--- src/rtl/cpu_control_unit.sv ---
// cpu_control_unit: multi-cycle fetch/decode/execute/memory/writeback sequencer with memory timeout
module cpu_control_unit #(
    parameter int MEM_TIMEOUT = 255
) (
    input  logic        clk,
    input  logic        reset,
    input  logic [2:0]  Opcode,
    input  logic        BEQ,
    input  logic [12:0] newPC,
    input  logic        memDone,
    output logic [12:0] PC,
    output logic        read,
    output logic        write,
    output logic        instruction,
    output logic        instructionType,
    output logic [2:0]  ALU_Op,
    output logic        ALUSTART,
    output logic        writeFlag,
    output logic        memError
);
    typedef enum logic [2:0] {FETCH, DECODE, EXECUTE, MEMORY, WRITEBACK, PCUPDATE, ERROR} state_t;
    localparam int CW = $clog2(MEM_TIMEOUT + 1);
    localparam logic [2:0] OP_ADDI = 3'b100, OP_LD = 3'b101, OP_ST = 3'b110, OP_BEQ = 3'b111;
    state_t state_q, state_d;
    logic [2:0] op_q, op_d;
    logic [12:0] pc_q, pc_d;
    logic [CW-1:0] cnt_q, cnt_d;
    logic err_q, err_d;
    always_comb begin
        state_d = state_q;
        op_d = op_q;
        pc_d = pc_q;
        cnt_d = cnt_q;
        err_d = err_q;
        case (state_q)
            FETCH, MEMORY: begin
                // memDone is honoured from the very first waiting cycle
                if (memDone) begin
                    state_d = state_q == FETCH ? DECODE : (op_q == OP_LD ? WRITEBACK : PCUPDATE);
                    cnt_d = '0;
                end else if (cnt_q == CW'(MEM_TIMEOUT - 1)) begin
                    state_d = ERROR;
                    err_d = 1'b1;
                end else begin
                    cnt_d = cnt_q + 1'b1;
                end
            end
            DECODE: begin
                op_d = Opcode;
                state_d = EXECUTE;
            end
            EXECUTE: begin
                state_d = (op_q == OP_LD || op_q == OP_ST) ? MEMORY : (op_q == OP_BEQ ? PCUPDATE : WRITEBACK);
                cnt_d = '0;
            end
            WRITEBACK: state_d = PCUPDATE;
            PCUPDATE: begin
                pc_d = (op_q == OP_BEQ && BEQ) ? newPC : pc_q + 13'd1;
                cnt_d = '0;
                state_d = FETCH;
            end
            ERROR: state_d = ERROR;
            default: state_d = FETCH;
        endcase
    end
    always_ff @(posedge clk) begin
        if (reset) begin
            state_q <= FETCH;
            op_q <= '0;
            pc_q <= '0;
            cnt_q <= '0;
            err_q <= 1'b0;
        end else begin
            state_q <= state_d;
            op_q <= op_d;
            pc_q <= pc_d;
            cnt_q <= cnt_d;
            err_q <= err_d;
        end
    end
    assign PC = pc_q;
    assign read = state_q == FETCH || (state_q == MEMORY && op_q == OP_LD);
    assign write = state_q == MEMORY && op_q == OP_ST;
    assign instruction = state_q == FETCH;
    assign ALUSTART = state_q == EXECUTE;
    assign writeFlag = state_q == WRITEBACK;
    assign memError = err_q;
    assign instructionType = !(op_q == OP_ADDI || op_q == OP_LD || op_q == OP_ST);
    assign ALU_Op = op_q[2] ? {2'b00, &op_q} : op_q;
endmodule

--- config.mk ---
export PLATFORM = sky130hd
export DESIGN_NAME = cpu_control_unit
export DESIGN_NICKNAME = d
export VERILOG_FILES = /design/src/rtl/cpu_control_unit.sv
export SDC_FILE = /design/constraint.sdc
export NUM_CORES = 1
export LEC_CHECK = 0
export CORE_MARGIN = 2
export CORE_UTILIZATION = 40
export CTS_CLUSTER_SIZE = 16
export DETAILED_ROUTE_END_ITERATION = 10
export GPL_ROUTABILITY_DRIVEN = 0
export PLACE_DENSITY = 0.66
export SLEW_MARGIN = 20
export SYNTH_ARGS = -nofsm -noshare
export SYNTH_HDL_FRONTEND = slang
export SYNTH_SLANG_ARGS = --single-unit
--- constraint.sdc ---
create_clock -name clk -period 2.25 [get_ports clk]
set_input_delay 0.225 -clock clk [delete_from_list [all_inputs] [get_ports clk]]
set_output_delay 0.225 -clock clk [all_outputs]
set_load 0.05 [all_outputs]
==> summary.md, run 1 <==
| Metric | Value |
|---|---|
| CP max stage cell | `clkdlybuf4s50_1` |
| N_diodes | `0` |
| Routed Antenna Nets | `0` |
| Via count | `1850` |
| Yosys warns | `0` |
| Fin crit share | `93.4%` |
| Worst slew pin tran | `0.880 ns` |
| Worst path bufs/invs | `2` |
| Routed wire length | `4.56 mm` |
| Largest net degree at the start of global routing | `23` |
| Synthesized flop and latch total | `28` |
| Peak supply drop | `0.000361 V` |
| Post-Syn Instances | `232` |
| Horiz. Die Dim | `71.3 um` |
| Die ar. | `5090 um^2` |
| R2R cell count | `5` |
| Total power | `0.00122 W` |
| Final Hold Viols | `0` |
| Status | `complete, no violations` |
| Net Count, Synth | `255` |
| R2r setup slk | `0.34 ns` |
| Max-Cap Viols | `0` |
| Avg WL per Cell | `14.4 um` |
| P_leak | `0.792 nW` |
| First-pass GRT wire length | `7.78 mm` |
| Distinct cells, synth | `53` |
| CTS Buffer Depth | `2` |
| Mapped Area | `1810 um^2` |
| Clock skew | `0.00298 ns` |
| Max stage delay on crit path | `0.82 ns` |
| Fin worst setup slack | `0.149 ns` |
| FMAX | `0.476 GHz` |
| GRT Residual Overflow | `0` |
| Worst min-delay path class | `flop to flop` |
| Pins Over Slew Limit | `0` |
| CP Class | `flop to output pin` |
| Root buffer cell | `clkbuf_8` |
| CP Capture Type | `output pin` |
| Worst path arrival time | `1.88 ns` |
| HPWL after DPL | `3.15 mm` |
| TritonCTS clock tree | `done` |
| Minimum clock period | `2.10 ns` |
| Die height | `71.3 um` |
| Syn_area_per_cell | `7.81 um^2` |
| 1st-iter DRT viols | `94` |
| Layout cell share with drive strength beyond 1 | `8.30%` |
| Area Overhead vs Synth | `28.0%` |
| FFs w/ async S/R, synth | `0%` |
| Levels on crit path | `3` |
| Setup violators final | `0` |
| Clock Latency Late Sink | `0.28 ns` |
| Crit path to | `ALU_Op[0]` |
| RSZ-0062 raised after global routing | `false` |
| NumNets Final | `289` |
| CTS clock-pin slew for the worst setup and hold paths | `0.10 ns` |
| Fill cell count | `415` |
| Final Util | `53.3%` |
| Initial Util | `41.6%` |
| Vias in the first global route | `1706` |
| Iteration count of the initial detailed-routing pass | `4` |
| # rows | `24` |
| Core area | `4350 um^2` |
| Top FF cell, synth | `dfxtp_1` |
| Post-synth EDFFs | `0` |
| R2R Path Start | `cnt_q[1]$_SDFFE_PP0P_` |
| Total GRT Usage | `18.5%` |
| Seq/Total Area, Yosys | `30.9%` |
| CTS H-Tree Depth | `1` |
| Port bufs | `41` |
| Pwr/cell area | `525 nW/um^2` |
| Critical Path Source | `op_q[1]$_SDFFE_PP0P_` |
| Fin Setup TNS | `0 ns` |
| Total CTS buffers | `3` |
| Critical path's top delay family | `buffers and inverters` |
| Worst setup SP type | `flop` |
| DR DRC count | `0` |
| Storage cell area | `562 um^2` |
| Crit path required time | `2.03 ns` |
| Pre-CTS WS | `0.265 ns` |
| Max FO, Critical Path | `7` |
| CP Cell Sequence | `inv_1 > a21boi_0 > clkdlybuf4s50_1` |
| IO Pins | `43` |
| Worst r2r dst | `state_q[0]$_SDFFE_PP0P_` |
| Setup bufs post-CTS | `0` |
| Vias per cell | `5.84` |
| Sink Count | `28` |
| Multi-input logic area | `1130 um^2` |
| Initial antenna violation count | `0` |
| Max-slew headroom | `40.6%` |
## worst min path at each step
stage	from	to	slack (ns)	cells after the start
2_1_floorplan	Opcode[1]	op_q[1]$_SDFFE_PP0P_	0.36	2
3_3_place_gp	memError$_SDFFE_PP0P_	memError$_SDFFE_PP0P_	0.45	2
3_5_place_dp	memError$_SDFFE_PP0P_	memError$_SDFFE_PP0P_	0.45	2
4_1_cts	memError$_SDFFE_PP0P_	memError$_SDFFE_PP0P_	0.47	2
5_1_grt	memError$_SDFFE_PP0P_	memError$_SDFFE_PP0P_	0.51	2
6_report	memError$_SDFFE_PP0P_	memError$_SDFFE_PP0P_	0.46	2
## power by group
group          internal (W)  total (W)  leakage, nW  switching [W]
combinational      0.000142   0.000337        0.536       0.000195
clock              0.000157   0.000326       0.0288       0.000169
sequential         0.000514   0.000556        0.227      0.0000421
total              0.000814    0.00122        0.792       0.000406
## per-layer routing
| metal | track usage [%] | part of all wire (%) | vias up |
|---|---|---|---|
| met5 | 0 | 0 | - |
| met4 | 7.55 | 1.2 | 0 |
| met3 | 1.97 | 5.6 | 4 |
| met2 | 28.6 | 45 | 50 |
| met1 | 26.2 | 48 | 869 |
| li1 | - | - | 927 |
## final cells by class
cell class / count / share of cell area (%)
Tap cell: 52 / 2.80
Clock buffer: 4 / 2.37
Timing Repair Buffer: 49 / 20.5
Sequential cell: 28 / 24.2
Inverter: 8 / 1.29
Multi-Input combinational cell: 176 / 48.8
## placed cells by master, fill, tap and decap left out, types with 2 or more instances in the layout
cell type / netlist / layout
mux2i_1: 8 / 8
inv_1: 8 / 8
nor3b_1: 4 / 3
nand3_1: 15 / 15
a31oi_1: 2 / 2
nor3_1: 6 / 6
nor2_1: 14 / 14
ha_1: 3 / 3
o21ai_0: 10 / 10
o31a_1: 4 / 4
and2_0: 3 / 3
clkdlybuf4s50_1: 0 / 38
nand2b_1: 4 / 4
and4_1: 5 / 5
and4b_1: 3 / 3
a211oi_1: 3 / 3
buf_4: 5 / 10
nand4_1: 7 / 7
nand3b_1: 6 / 6
and3_1: 2 / 2
nand4b_1: 2 / 2
and2_1: 3 / 3
clkbuf_8: 0 / 4
nand2_1: 16 / 16
o32ai_1: 3 / 3
a21oi_1: 25 / 25
a21o_1: 3 / 3
dfxtp_1: 28 / 27
## synthesized netlist by cell type (2+ instances only)
cell	n	area [um^2]
dfxtp_1	28	561
a21oi_1	25	125
nand2_1	16	60.1
nand3_1	15	75.1
nor2_1	14	52.6
clkbuf_1	10	37.5
o21ai_0	10	50.1
inv_1	8	30.0
mux2i_1	8	80.1
nand4_1	7	43.8
nand3b_1	6	45.0
nor3_1	6	30.0
and4_1	5	43.8
buf_2	5	25.0
buf_4	5	37.5
nand2b_1	4	25.0
nor3b_1	4	30.0
o31a_1	4	35.0
a211oi_1	3	22.5
a21o_1	3	22.5
and2_0	3	18.8
and2_1	3	18.8
and4b_1	3	30.0
ha_1	3	37.5
o32ai_1	3	26.3
a31oi_1	2	12.5
and3_1	2	12.5
nand4b_1	2	17.5
## worst min-delay path: cells and delay by family, from the launching register on
kind / cells / cell delay (ns)
AOI/OAI and AO/OA: 1 / 0.05
buffers and inverters: 1 / 0.05
DFF: 1 / 0.32
## what timing repair did
| item | in CTS | in global routing |
|---|---|---|
| hold buffers | 0 | 0 |
| resized for setup | 0 | 1 |
| setup endpoints to repair | 0 | 1 |
## registers in the layout (all words and copies together) (netlist names)
signal,cells
PC,13
cnt_q,8
op_q,3
state_q,3
memError,1
## logic make-up after synthesis
family	synth area share, %
multiplexers	4.42
other	0.207
AO/OA/AOI/OAI	22.3
flip-flops	30.9
buffers and inverters	7.18
adder cells (fa/ha/maj)	2.07
XOR/XNOR	0.966
AND/OR/NAND/NOR	32.0
## metrics by stage
step | instances | hold WS (ns) | cell area (um^2)
finish | 317 | 0.458 | 2320
global route | 317 | 0.513 | 2320
detailed placement | 313 | 0.454 | 2260
global placement | 313 | 0.448 | 2260
floorplan | 232 | 0.364 | 1820
CTS | 317 | 0.467 | 2320
Note: power is estimated with default switching activity, not from simulation.
==> run 2: changes to the inputs <==
--- a/config.mk
+++ b/config.mk
@@ -5,12 +5,14 @@
 export SDC_FILE = /design/constraint.sdc
 export NUM_CORES = 1
 export LEC_CHECK = 0
+export ABC_AREA = 1
+export CAP_MARGIN = 30
 export CORE_MARGIN = 2
 export CORE_UTILIZATION = 40
 export CTS_CLUSTER_SIZE = 16
 export DETAILED_ROUTE_END_ITERATION = 10
 export GPL_ROUTABILITY_DRIVEN = 0
-export PLACE_DENSITY = 0.66
+export PLACE_DENSITY = 0.67
 export SLEW_MARGIN = 20
 export SYNTH_ARGS = -nofsm -noshare
 export SYNTH_HDL_FRONTEND = slang
==> run 2 against run 1 <==
Effect of this change:
- area after synthesis shrank 3.6%
- clock power grew 23%
- routed wire length shrank 9.2%
- sequential share of layout area grew 0.48 points
- combinational power grew to 3.0 times the previous value
- critical path type unchanged
- critical endpoint is now ALUSTART
- highest routed layer unchanged
==> summary.md, run 2 <==
| Metric | Value |
|---|---|
| Top post-synthesis cells by area | `dfxtp_1, nand2_1, nor2_1` |
| Clk pwr share | `19.9%` |
| Syn_area_per_cell | `6.18 um^2` |
| Sequential power share | `30.9%` |
| CP Capture Type | `output pin` |
| M1 WL | `1.95 mm` |
| Pins Over Slew Limit | `0` |
| Vias in the first global route | `1717` |
| Worst setup SP type | `flop` |
| Worst hold margin | `0.480 ns` |
| Pwr/cell area | `891 nW/um^2` |
| Minimum clock period | `2.08 ns` |
| Distinct cells, synth | `28` |
| Commonest non-fill, non-tap cells in the layout | `nand2_1, nor2_1, clkdlybuf4s50_1, nand3_1, dfxtp_1` |
| GRT Residual Overflow | `0` |
| Die height | `70.1 um` |
| IO Pins | `43` |
| Fin crit share | `92.6%` |
| Area Overhead vs Synth | `29.9%` |
| Crit path top cell by count | `inv_1` |
| HPWL after DPL | `3.17 mm` |
| Synthesized flop and latch total | `28` |
| Met3 WL | `188 um` |
| Net Count, Synth | `306` |
| Post-Syn Instances | `283` |
| Avg WL per Cell | `11.0 um` |
| Initial Util | `40.7%` |
| Max-slew headroom | `66.4%` |
| DR DRC count | `0` |
| Vias per cell | `5.06` |
| Combinational fraction of design power | `49.2%` |
| Critical path's top delay family | `buffers and inverters` |
| Switching power | `0.000918 W` |
| N_diodes | `0` |
| Max reg flops | `13` |
| Area leader, netlist | `dfxtp_1` |
| Worst min-delay path class | `flop to flop` |
| FFs w/ async S/R, synth | `0%` |
| Max stage delay on crit path | `0.80 ns` |
| Max-Cap Viols | `0` |
| Routed Antenna Nets | `0` |
| Final Hold Viols | `0` |
| Crit path required time | `2.03 ns` |
| RSZ-0062 raised after global routing | `false` |
| Iteration count of the initial detailed-routing pass | `4` |
| Total GRT Usage | `17.9%` |
| Worst path bufs/invs | `3` |
| Initial antenna violation count | `0` |
| Commonest cells in the netlist | `nand2_1, nor2_1, nand3_1` |
| First-pass GRT wire length | `7.27 mm` |
| 1st-iter DRT viols | `102` |
| Dpl cell area | `2200 um^2` |
| Fin Setup TNS | `0 ns` |
| CTS Buffer Depth | `2` |
| Post-synth EDFFs | `0` |
| CTS clock-pin slew for the worst setup and hold paths | `0.10 ns` |
| Mapped Area | `1750 um^2` |
| Fin worst setup slack | `0.168 ns` |
| Root buffer cell | `clkbuf_8` |
| Setup bufs post-CTS | `0` |
| CP Cell Sequence | `inv_1 > nand3_1 > inv_1 > clkdlybuf4s50_1` |
| Clock Latency Late Sink | `0.28 ns` |
| Worst slew pin tran | `0.502 ns` |
| Worst path arrival time | `1.86 ns` |
| Seq/Total Area, Yosys | `32.1%` |
| TritonCTS clock tree | `done` |
| NumNets Final | `347` |
| # rows | `24` |
| Core area | `4290 um^2` |
| Switching part of the total | `45.4%` |
| Most numerous cell in the Yosys netlist | `nand2_1` |
| DR WL met2 | `1.98 mm` |
| Horiz. Die Dim | `70.1 um` |
| Sink Count | `28` |
| Die ar. | `4910 um^2` |
| FMAX | `0.480 GHz` |
| Via count | `1896` |
| Top FF cell, synth | `dfxtp_1` |
| Port bufs | `41` |
| Total CTS buffers | `3` |
| Commonest non-fill, non-tap cell in the layout | `nand2_1` |
| Pre-CTS WS | `0.432 ns` |
| Largest net degree at the start of global routing | `20` |
| Internal power | `0.00111 W` |
| Routed wire length | `4.14 mm` |
| Fill cell count | `458` |
| Post-synth top area share | `32.1%` |
| CTS H-Tree Depth | `1` |
| CP max stage cell | `clkdlybuf4s50_1` |
| Layout cell share with drive strength beyond 1 | `6.19%` |
| Yosys warns | `0` |
| P_leak | `0.864 nW` |
| Max FO, Critical Path | `5` |
| Clock skew | `0.00564 ns` |
| Max Used Layer | `met4` |
| Setup violators final | `0` |
| Peak supply drop | `0.000510 V` |
| Status | `complete, no violations` |
| CP Class | `flop to output pin` |
| Post-route cell area | `2270 um^2` |
run 2: cell types whose count changed after synthesis, moves of 8 or more:
cell	previous run	this run
inv_1	8	24
nand3_1	15	29
nand2_1	16	69
mux2i_1	8	0
nor2_1	14	44
clkbuf_1	10	2
run 2: power by group through the flow:
stage | registers [W] | logic [W] | clock network [W]
after floorplan | 0.000635 | 0.000766 | 0
after global placement | 0.000631 | 0.000998 | 0
after detailed placement | 0.000634 | 0.00100 | 0
after CTS | 0.000623 | 0.00100 | 0.000419
after global routing | 0.000636 | 0.00110 | 0.000436
final | 0.000625 | 0.000996 | 0.000402
run 2: worst paths after layout:
check,slack [ns],start,to,depth (start not counted)
setup / recovery,0.17,state_q[2]$_SDFFE_PP0P_,ALUSTART,4
hold / removal,0.48,memError$_SDFFE_PP0P_,memError$_SDFFE_PP0P_,2
setup reg to reg,0.76,op_q[2]$_SDFFE_PP0P_,PC[7]$_SDFFE_PP0N_,6
hold reg to reg,0.48,memError$_SDFFE_PP0P_,memError$_SDFFE_PP0P_,2
run 2: area by class of cell:
| class | count | area (um^2) | area share, % |
|---|---|---|---|
| clock buffers | 3 | 41.3 | 1.82 |
| repair buffers | 45 | 443 | 19.5 |
| clock inverters | 1 | 30.0 | 1.32 |
| inverters | 28 | 105 | 4.63 |
| well taps | 52 | 65.1 | 2.87 |
| multi-input cells | 218 | 1030 | 45.2 |
| flip-flops and latches | 28 | 561 | 24.7 |
run 2: tightest hold or removal path, cell delays in order (launching register included):
cell	delay (ns)
dfxtp_1	0.34
nor2_1	0.05
nor2_1	0.07
run 2: stage by stage:
step | power [W] | cells | util [%]
after global routing | 0.00217 | 375 | 52.9
after global placement | 0.00163 | 371 | 51.2
after detailed placement | 0.00163 | 371 | 51.2
after floorplan | 0.00140 | 283 | -
final | 0.00202 | 375 | 52.9
after CTS | 0.00205 | 375 | 52.8
run 2: routing by layer:
layer  vias up  GRT usage, %
met4         0          4.49
met2        36          31.7
met3         2          3.75
met1       854          21.9
li1       1004             -
met5         -             0
run 2: logic make-up (layout without fill, tap and decap cells):
kind of cell / count (synthesis) / count (layout) / share of synthesized area (%)
AOI/OAI and AO/OA: 50 / 50 / 14.9
xor gates and xnor gates: 1 / 1 / 0.501
adders and majority gates: 3 / 3 / 2.15
buffers and inverters: 37 / 77 / 9.23
DFF: 28 / 28 / 32.1
other: 1 / 1 / 0.215
and+or+nand+nor: 163 / 163 / 40.9
run 2: timing repair:
item | in CTS | in global routing
hold buffers | 0 | 0
resized for setup | 0 | 1
hold endpoints to repair | 0 | 0
endpoints found under the setup margin | 0 | 1
==> run 3: changes to the inputs <==
--- a/config.mk
+++ b/config.mk
@@ -7,6 +7,7 @@
 export LEC_CHECK = 0
 export ABC_AREA = 1
 export CAP_MARGIN = 30
+export CORE_ASPECT_RATIO = 1.75
 export CORE_MARGIN = 2
 export CORE_UTILIZATION = 40
 export CTS_CLUSTER_SIZE = 16
==> run 3 against run 2 <==
Effect of this change:
- sequential cell count unchanged
- worst setup slack worse by 0.067 ns
- cell area down 1.9%
- final cell count shrank 1.3%
- routed wire length rose by 11%
- combinational power about the same
- clock power decreased by 31%
- clock skew is 0.0031 ns lower
- critical endpoint is now read
- largest cell class unchanged
- highest routed layer unchanged
==> summary.md, run 3 (synthesis gave the netlist of run 2 again) <==
| Metric | Value |
|---|---|
| NumNets Final | `346` |
| Vias per cell | `5.15` |
| # rows | `31` |
| Sink Count | `28` |
| Clock skew | `0.00252 ns` |
| Pwr/cell area | `861 nW/um^2` |
| Layout cell share with drive strength beyond 1 | `5.61%` |
| Commonest non-fill, non-tap cells in the layout | `nand2_1, nor2_1, clkdlybuf4s50_1, nand3_1, dfxtp_1` |
| CTS Hold Bufs | `0` |
| N_diodes | `0` |
| Final Util | `53.7%` |
| Worst slew pin tran | `0.532 ns` |
| Horiz. Die Dim | `54.0 um` |
| Port bufs | `41` |
| Initial Util | `42.1%` |
| GRT Residual Overflow | `0` |
| Fin worst setup slack | `0.100 ns` |
| Initial antenna violation count | `0` |
| CTS H-Tree Depth | `1` |
| Met2 GRT Util | `38.4%` |
| P_leak | `0.838 nW` |
| Total GRT Usage | `20.1%` |
| Via count | `1906` |
| Worst hold margin | `0.477 ns` |
| Routed Antenna Nets | `0` |
| Grt met1 use | `20.3%` |
| Root buffer cell | `clkbuf_8` |
| Critical path's top delay family | `buffers and inverters` |
| Worst setup SP type | `flop` |
| CP Cell Sequence | `inv_1 > nand3_2 > o21ai_0 > clkdlybuf4s50_1` |
| Clock Latency Late Sink | `0.27 ns` |
| Total CTS buffers | `3` |
| Max-Cap Viols | `0` |
| Minimum clock period | `2.15 ns` |
| First-pass GRT wire length | `7.58 mm` |
| Fin Setup TNS | `0 ns` |
| CP max stage cell | `clkdlybuf4s50_1` |
| CTS Buffer Depth | `2` |
| Die ar. | `4940 um^2` |
| Worst path bufs/invs | `2` |
| HPWL after DPL | `3.51 mm` |
| Max FO, Critical Path | `6` |
| Area Overhead vs Synth | `27.4%` |
| GRT busiest layer | `met2` |
| CP Class | `flop to output pin` |
| 1st-iter DRT viols | `55` |
| Status | `complete, no violations` |
| Avg WL per Cell | `12.5 um` |
| Vias in the first global route | `1775` |
| Die height | `91.5 um` |
| DR DRC count | `0` |
| Max stage delay on crit path | `0.82 ns` |
| Routed wire length | `4.61 mm` |
| Setup violators final | `0` |
| Finished Layout Cells | `370` |
| Met3 usage | `2.14%` |
| Peak supply drop | `0.000758 V` |
| Pins Over Slew Limit | `0` |
| TritonCTS clock tree | `done` |
| Worst path arrival time | `1.92 ns` |
| CP Capture Type | `output pin` |
| Post-Place Cells | `367` |
| Fin crit share | `95.5%` |
| Largest net degree at the start of global routing | `25` |
| Iteration count of the initial detailed-routing pass | `4` |
| FMAX | `0.465 GHz` |
| Max reg flops | `13` |
| IO Pins | `43` |
| CTS resizes | `0` |
| Core area | `4150 um^2` |
| Setup bufs post-CTS | `0` |
| Max-slew headroom | `64.4%` |
| Crit path required time | `2.03 ns` |
| RSZ-0062 raised after global routing | `false` |
| Fill cell count | `438` |
| Worst min-delay path class | `flop to flop` |
| Pre-CTS WS | `0.416 ns` |
| CTS clock-pin slew for the worst setup and hold paths | `0.10 ns` |
| Commonest non-fill, non-tap cell in the layout | `nand2_1` |
| Final Hold Viols | `0` |
-- run 3: changes by cell type in the layout (fill, tap and decap cells not counted), sizes merged --
cell	change
clkdlybuf4s50	+1
bufinv	-1
buf	-1
dlymetal6s2s	-1
-- run 3: per-stage QoR --
| step | power [W] | area [um^2] |
|---|---|---|
| 4_1_cts | 0.00193 | 2230 |
| 6_report | 0.00192 | 2230 |
| 3_3_place_gp | 0.00165 | 2190 |
| 5_1_grt | 0.00204 | 2230 |
| 3_5_place_dp | 0.00165 | 2190 |
| 2_1_floorplan | 0.00140 | 1750 |
-- run 3: power breakdown --
part	switching, W	total (W)	internal [W]
Sequential	0.0000713	0.000627	0.000556
Clock	0.000159	0.000279	0.000120
Combinational	0.000699	0.00101	0.000313
-- run 3: final timing paths --
check	startpoint	end	slack, ns	cells past startpoint
setup / recovery	state_q[2]$_SDFFE_PP0P_	read	0.10	4
hold / removal	memError$_SDFFE_PP0P_	memError$_SDFFE_PP0P_	0.48	2
setup reg to reg	state_q[0]$_SDFFE_PP0P_	PC[3]$_SDFFE_PP0N_	0.77	8
hold reg to reg	memError$_SDFFE_PP0P_	memError$_SDFFE_PP0P_	0.48	2
-- run 3: area by class of cell --
type,count,area [um^2],area share [%]
Multi-Input combinational cell,218,1030,46.1
Clock buffer,3,41.3,1.85
Sequential cell,28,561,25.2
Inverter,28,105,4.72
Tap cell,49,61.3,2.75
Timing Repair Buffer,44,433,19.4
-- run 3: worst reg2reg max path, delay by kind of cell (launching register included) --
family                 cells  cell delay, ns
buffers and inverters      3            0.44
flip-flops                 1            0.39
AND/OR/NAND/NOR            3            0.36
AO/OA/AOI/OAI              2            0.17
-- run 3: per-layer routing --
layer  routed length, um  part of all wire, %
met3                 174                  3.8
met1                1790                   39
met4                  62                  1.3
met5                   0                    0
met2                2580                   56
